--- src/rtl/ws2812_pkg.sv ---
// Shared command/state encodings and 10 MHz default timing for the WS2812 pixel encoder.
package ws2812_pkg;

    typedef enum logic [1:0] {
        CMD_IDLE  = 2'b00,
        CMD_TX    = 2'b01,
        CMD_LATCH = 2'b10,
        CMD_RSVD  = 2'b11
    } cmd_e;

    typedef enum logic [1:0] {
        ST_IDLE,
        ST_HIGH,
        ST_LOW,
        ST_LATCH
    } state_e;

    localparam int DEF_BITS_PER_PIXEL = 24;
    localparam int DEF_T0H_CYC        = 4;
    localparam int DEF_T1H_CYC        = 8;
    localparam int DEF_TBIT_CYC       = 13;
    localparam int DEF_RESET_CYC      = 500;

endpackage

--- src/rtl/ws2812_phase_counter.sv ---
// Loadable down-counter that idles at zero; tc flags the final cycle of a loaded phase.
module ws2812_phase_counter #(
    parameter int W = 9
) (
    input  logic         clk,
    input  logic         rst,
    input  logic         load,
    input  logic [W-1:0] load_val,
    output logic [W-1:0] count,
    output logic         tc
);

    logic [W-1:0] cnt_d, cnt_q;

    always_comb begin
        cnt_d = cnt_q;
        if (load)
            cnt_d = load_val;
        else if (cnt_q != '0)
            cnt_d = cnt_q - W'(1);
    end

    always_ff @(posedge clk) begin
        if (rst) cnt_q <= '0;
        else     cnt_q <= cnt_d;
    end

    assign count = cnt_q;
    assign tc    = (cnt_q == '0);

endmodule

--- src/rtl/ws2812_pixel_encoder.sv ---
// Serialises GRB/GRBW pixels into WS2812 RZ pulses with gapless back-to-back pixels and latch generation.
module ws2812_pixel_encoder
    import ws2812_pkg::*;
#(
    parameter int BITS_PER_PIXEL = DEF_BITS_PER_PIXEL,
    parameter int T0H_CYC        = DEF_T0H_CYC,
    parameter int T1H_CYC        = DEF_T1H_CYC,
    parameter int TBIT_CYC       = DEF_TBIT_CYC,
    parameter int RESET_CYC      = DEF_RESET_CYC,
    parameter bit AUTO_LATCH     = 1'b0
) (
    input  logic                      clk,
    input  logic                      rst,
    input  logic [1:0]                cmd,
    input  logic [BITS_PER_PIXEL-1:0] pixel_data,
    input  logic                      pixel_valid,
    output logic                      pixel_ready,
    output logic                      busy,
    output logic                      data_out
);

    localparam int PW = $clog2(((TBIT_CYC > RESET_CYC) ? TBIT_CYC : RESET_CYC) + 1);
    localparam int BW = $clog2(BITS_PER_PIXEL);

    // Counter reload values are phase length minus one; tc marks the last cycle.
    localparam logic [PW-1:0] T0H_LD = PW'(T0H_CYC - 1);
    localparam logic [PW-1:0] T1H_LD = PW'(T1H_CYC - 1);
    localparam logic [PW-1:0] T0L_LD = PW'(TBIT_CYC - T0H_CYC - 1);
    localparam logic [PW-1:0] T1L_LD = PW'(TBIT_CYC - T1H_CYC - 1);
    localparam logic [PW-1:0] RST_LD = PW'(RESET_CYC - 1);

    if (!(T0H_CYC >= 1 && T0H_CYC < T1H_CYC && T1H_CYC < TBIT_CYC && RESET_CYC >= 1 &&
          (BITS_PER_PIXEL == 24 || BITS_PER_PIXEL == 32))) begin : g_bad_params
        $error("ws2812_pixel_encoder: illegal timing or pixel width parameters");
    end

    state_e                    state_d, state_q;
    logic [BITS_PER_PIXEL-1:0] shift_d, shift_q;
    logic [BW-1:0]             bit_d, bit_q;
    logic                      data_d, data_q;
    logic                      busy_d, busy_q;
    logic                      ready_d, ready_q;
    logic                      ld;
    logic [PW-1:0]             ld_val, cnt;
    logic                      tc, take, tx;

    ws2812_phase_counter #(.W(PW)) u_phase (
        .clk      (clk),
        .rst      (rst),
        .load     (ld),
        .load_val (ld_val),
        .count    (cnt),
        .tc       (tc)
    );

    assign tx   = (cmd_e'(cmd) == CMD_TX);
    assign take = ready_q && pixel_valid;

    // ready is registered, so it is raised one cycle ahead of the cycle that may accept.
    always_comb begin
        state_d = state_q;
        shift_d = shift_q;
        bit_d   = bit_q;
        data_d  = data_q;
        busy_d  = busy_q;
        ready_d = 1'b0;
        ld      = 1'b0;
        ld_val  = '0;
        unique case (state_q)
            ST_IDLE: begin
                if (cmd_e'(cmd) == CMD_LATCH) begin
                    state_d = ST_LATCH;
                    busy_d  = 1'b1;
                    ld      = 1'b1;
                    ld_val  = RST_LD;
                end else if (take) begin
                    state_d = ST_HIGH;
                    shift_d = pixel_data;
                    bit_d   = BW'(BITS_PER_PIXEL - 1);
                    data_d  = 1'b1;
                    busy_d  = 1'b1;
                    ld      = 1'b1;
                    ld_val  = pixel_data[BITS_PER_PIXEL-1] ? T1H_LD : T0H_LD;
                end else begin
                    ready_d = tx;
                end
            end
            ST_HIGH: begin
                if (tc) begin
                    state_d = ST_LOW;
                    data_d  = 1'b0;
                    ld      = 1'b1;
                    ld_val  = shift_q[BITS_PER_PIXEL-1] ? T1L_LD : T0L_LD;
                    ready_d = (bit_q == '0) && (ld_val == '0) && tx;
                end
            end
            ST_LOW: begin
                if (!tc) begin
                    ready_d = (bit_q == '0) && (cnt == PW'(1)) && tx;
                end else if (bit_q != '0) begin
                    state_d = ST_HIGH;
                    shift_d = shift_q << 1;
                    bit_d   = bit_q - BW'(1);
                    data_d  = 1'b1;
                    ld      = 1'b1;
                    ld_val  = shift_q[BITS_PER_PIXEL-2] ? T1H_LD : T0H_LD;
                end else if (take) begin
                    state_d = ST_HIGH;
                    shift_d = pixel_data;
                    bit_d   = BW'(BITS_PER_PIXEL - 1);
                    data_d  = 1'b1;
                    ld      = 1'b1;
                    ld_val  = pixel_data[BITS_PER_PIXEL-1] ? T1H_LD : T0H_LD;
                end else if (AUTO_LATCH) begin
                    state_d = ST_LATCH;
                    ld      = 1'b1;
                    ld_val  = RST_LD;
                end else begin
                    state_d = ST_IDLE;
                    busy_d  = 1'b0;
                    ready_d = tx;
                end
            end
            ST_LATCH: begin
                if (tc) begin
                    state_d = ST_IDLE;
                    busy_d  = 1'b0;
                end
            end
            default: state_d = ST_IDLE;
        endcase
    end

    always_ff @(posedge clk) begin
        if (rst) begin
            state_q <= ST_IDLE;
            shift_q <= '0;
            bit_q   <= '0;
            data_q  <= 1'b0;
            busy_q  <= 1'b0;
            ready_q <= 1'b0;
        end else begin
            state_q <= state_d;
            shift_q <= shift_d;
            bit_q   <= bit_d;
            data_q  <= data_d;
            busy_q  <= busy_d;
            ready_q <= ready_d;
        end
    end

    assign pixel_ready = ready_q;
    assign busy        = busy_q;
    assign data_out    = data_q;

endmodule

--- config.mk ---
export PLATFORM = sky130hd
export DESIGN_NAME = ws2812_pixel_encoder
export DESIGN_NICKNAME = d
export VERILOG_FILES = /design/src/rtl/ws2812_pkg.sv /design/src/rtl/ws2812_phase_counter.sv /design/src/rtl/ws2812_pixel_encoder.sv
export SDC_FILE = /design/constraint.sdc
export NUM_CORES = 1
export LEC_CHECK = 0
export CAP_MARGIN = 10
export CORE_MARGIN = 2
export CORE_UTILIZATION = 36
export DETAILED_ROUTE_END_ITERATION = 16
export GPL_ROUTABILITY_DRIVEN = 0
export PLACE_DENSITY = 0.57
export SLEW_MARGIN = 20
export SYNTH_ARGS = -nofsm -noshare
export SYNTH_HDL_FRONTEND = slang
export SYNTH_SLANG_ARGS = --single-unit
--- constraint.sdc ---
create_clock -name clk -period 5 [get_ports clk]
set_clock_uncertainty 0.1 [all_clocks]
set_input_delay 1.5 -clock clk [delete_from_list [all_inputs] [get_ports clk]]
set_output_delay 1.5 -clock clk [all_outputs]
set_load 0.02 [all_outputs]
==> results.cfg <==
[clock_tree]
cts_made_buffers = 5
cts.sinks = 43
root_buffer = clkbuf_8
clkTransAtPathRegs_ps = 90
cts_buffer_depth = 2
insertion_delay_ps = 300
cts_tree = yes
ctsHoldBuffers = 0
cts_resized = 0
htreeDepth = 2
cts_setup_buffers = 0

[cells_and_area]
area_growth_pct = 18.72
final_cell_mix = 43 x dfxtp_1, 33 x inv_1, 31 x clkdlybuf4s50_1
diodes = 0
fin_nets = 350
final_common_cell = dfxtp_1
nFillCells = 624
drive_gt1_frac = 0.06390

[critical_path]
cp-end-kind = flip-flop
start_kind = input port
worst_path_largest_cell_delay_ps = 820
crit_family = simple AND/OR/NAND/NOR gates
crit_fanout = 27
critPathArrivalTime_ps = 3460
path_class = in -> reg
crit_slowest_cell = and2_1
worstPathCellList = clkdlybuf4s50_1 -> nor2b_1 -> nand2_1 -> and2_1 -> a41oi_1 -> o21a_1
required_ps = 5100
critPathBufInv = 1

[synthesis]
synthMuxAreaShare = 0.008299
avgSynthCellArea_sq_um = 8.318
synthXorXnorAreaFrac = 0.01815
ys.flop_type = dfxtp_1
yosysSeqAreaShare = 0.3568
synth_top_family_by_area = compound AO/OA/AOI/OAI gates
syn-num-nets = 328
async_flop_share = 0
ys_warn_count = 0
yosys.area_share.simple = 0.2210
synth_fa_ha_area_frac = 0.04668
synth_compound_area_frac = 0.2599
syn_area_sq_um = 2412
ys_types = 54
yosys_register_bits = 43
syn_inst = 290
synth-edff-count = 0

[power_and_ir_drop]
p_per_area_nw_per_um2 = 510.4
p_total_mw = 1.462
p_leak_nw = 1.034
ir_drop_v = 0.0002651

[timing]
finalMaxSlewViolations = 0
hold_viol_final = 0
rsz0062_at_grt = false
setup_violations = 0
max_freq_ghz = 0.2974
tns_ps = 0
timing.hold.ws_ps = 357.5
slew-limit-headroom = 0.3353
min_period_ps = 3362
tightest_slew_ps = 997.0
fin_crit_sh = 0.6725

[route]
drtPass1Iterations = 6
ant_nets = 0
drtIter0Drc = 107
drc_errors = 0
wl_um = 5794
wl_per_cell_um = 14.86
vias_per_cell = 5.628
vias = 2195

[global_routing]
overflow = 0
grt_util_met1 = 0.2291
busiest_layer = met2
grtUsageTotal = 0.1642
grt_max_degree = 29
use_met3 = 0.03272
grt_pass1_vias = 2073
met2_usage = 0.2607
antenna_found_initial = 0
grt_pass1_wl_um = 9825

[floorplan]
core_area_sq_um = 6422
die_h_um = 85.86
die_width_um = 85.86
fp.dieArea_sq_um = 7372
num_rows = 29
start_util = 0.3756
pin_count = 32

[status]
run_status = complete, no violations

[place]
io_buffers = 31
dp_hpwl_um = 3848

[worst_hold_path]
min_path_type = reg -> reg

[job]
max_cap_violations = 0
## Yosys cell counts (5+ instances only)
master / count / share of area
dfxtp_1: 43 / 0.36
inv_1: 33 / 0.051
o21ai_0: 24 / 0.050
or3_1: 24 / 0.062
a221oi_1: 23 / 0.084
a21oi_1: 17 / 0.035
nand2_1: 14 / 0.022
nor2_1: 13 / 0.020
clkbuf_1: 10 / 0.016
ha_1: 9 / 0.047
nor3_1: 7 / 0.015
nor4_1: 6 / 0.016
nand3_1: 5 / 0.010
## registers in the layout (all words and copies together) (netlist names)
signal and count:
u_phase.count 9, state_q 2, busy 1, bit_q 5, pixel_ready 1, data_out 1, shift_q 24
## power by group
part           internal [mW]  total [mW]  switching, mW
logic                  0.266       0.679          0.413
clock network          0.164       0.293          0.129
registers              0.415       0.490         0.0751
## logic make-up after synthesis
kind of cell             Yosys count
AO/OA/AOI/OAI                     90
XOR/XNOR                           5
adder cells (fa/ha/maj)            9
buffers and inverters             51
flip-flops                        43
multiplexers                       2
AND/OR/NAND/NOR                   90
## path summary, 6_finish.rpt
path / end / startpoint / depth (start not counted) / slack, ps
min reg2reg: shift_q[0]$_SDFFE_PP0P_ / shift_q[0]$_SDFFE_PP0P_ / 2 / 360
min: shift_q[0]$_SDFFE_PP0P_ / shift_q[0]$_SDFFE_PP0P_ / 2 / 360
max: bit_q[2]$_SDFFE_PP0P_ / cmd[1] / 6 / 1640
max reg2reg: shift_q[7]$_SDFFE_PP0P_ / state_q[1]$_SDFFE_PP0P_ / 5 / 2060
## worst register-to-register path, delay by kind of cell, from the launching register on
family / cells / cell delay, ps
buffers and inverters: 1 / 180
adders and majority gates: 1 / 560
and+or+nand+nor: 1 / 740
DFF: 1 / 430
AOI/OAI and AO/OA: 2 / 830
## layer usage
layer | part of all wire | wire length [um]
met1 | 0.50 | 2917
met4 | 0.0048 | 28
met3 | 0.030 | 174
met2 | 0.46 | 2674
met5 | 0 | 0
## final cells by class
class                   count  area [sq um]  share of cell area
multi-input cells         196          1336              0.4666
flip-flops and latches     43         860.8              0.3006
repair buffers             33         325.3              0.1136
inverters                  33         123.9             0.04325
well taps                  77         96.34             0.03364
clock buffers               6         82.58             0.02883
clock inverters             2         38.79             0.01354
## metrics by stage
step	setup slack [ps]	cell area, sq um	cells	util
2_1_floorplan	2192	2412	290	-
3_3_place_gp	1344	2743	382	0.4270
5_1_grt	1430	2864	390	0.4459
4_1_cts	1641	2864	390	0.4459
3_5_place_dp	1325	2743	382	0.4270
6_report	1638	2864	390	0.4459
Power figures use the tool's default switching activity.
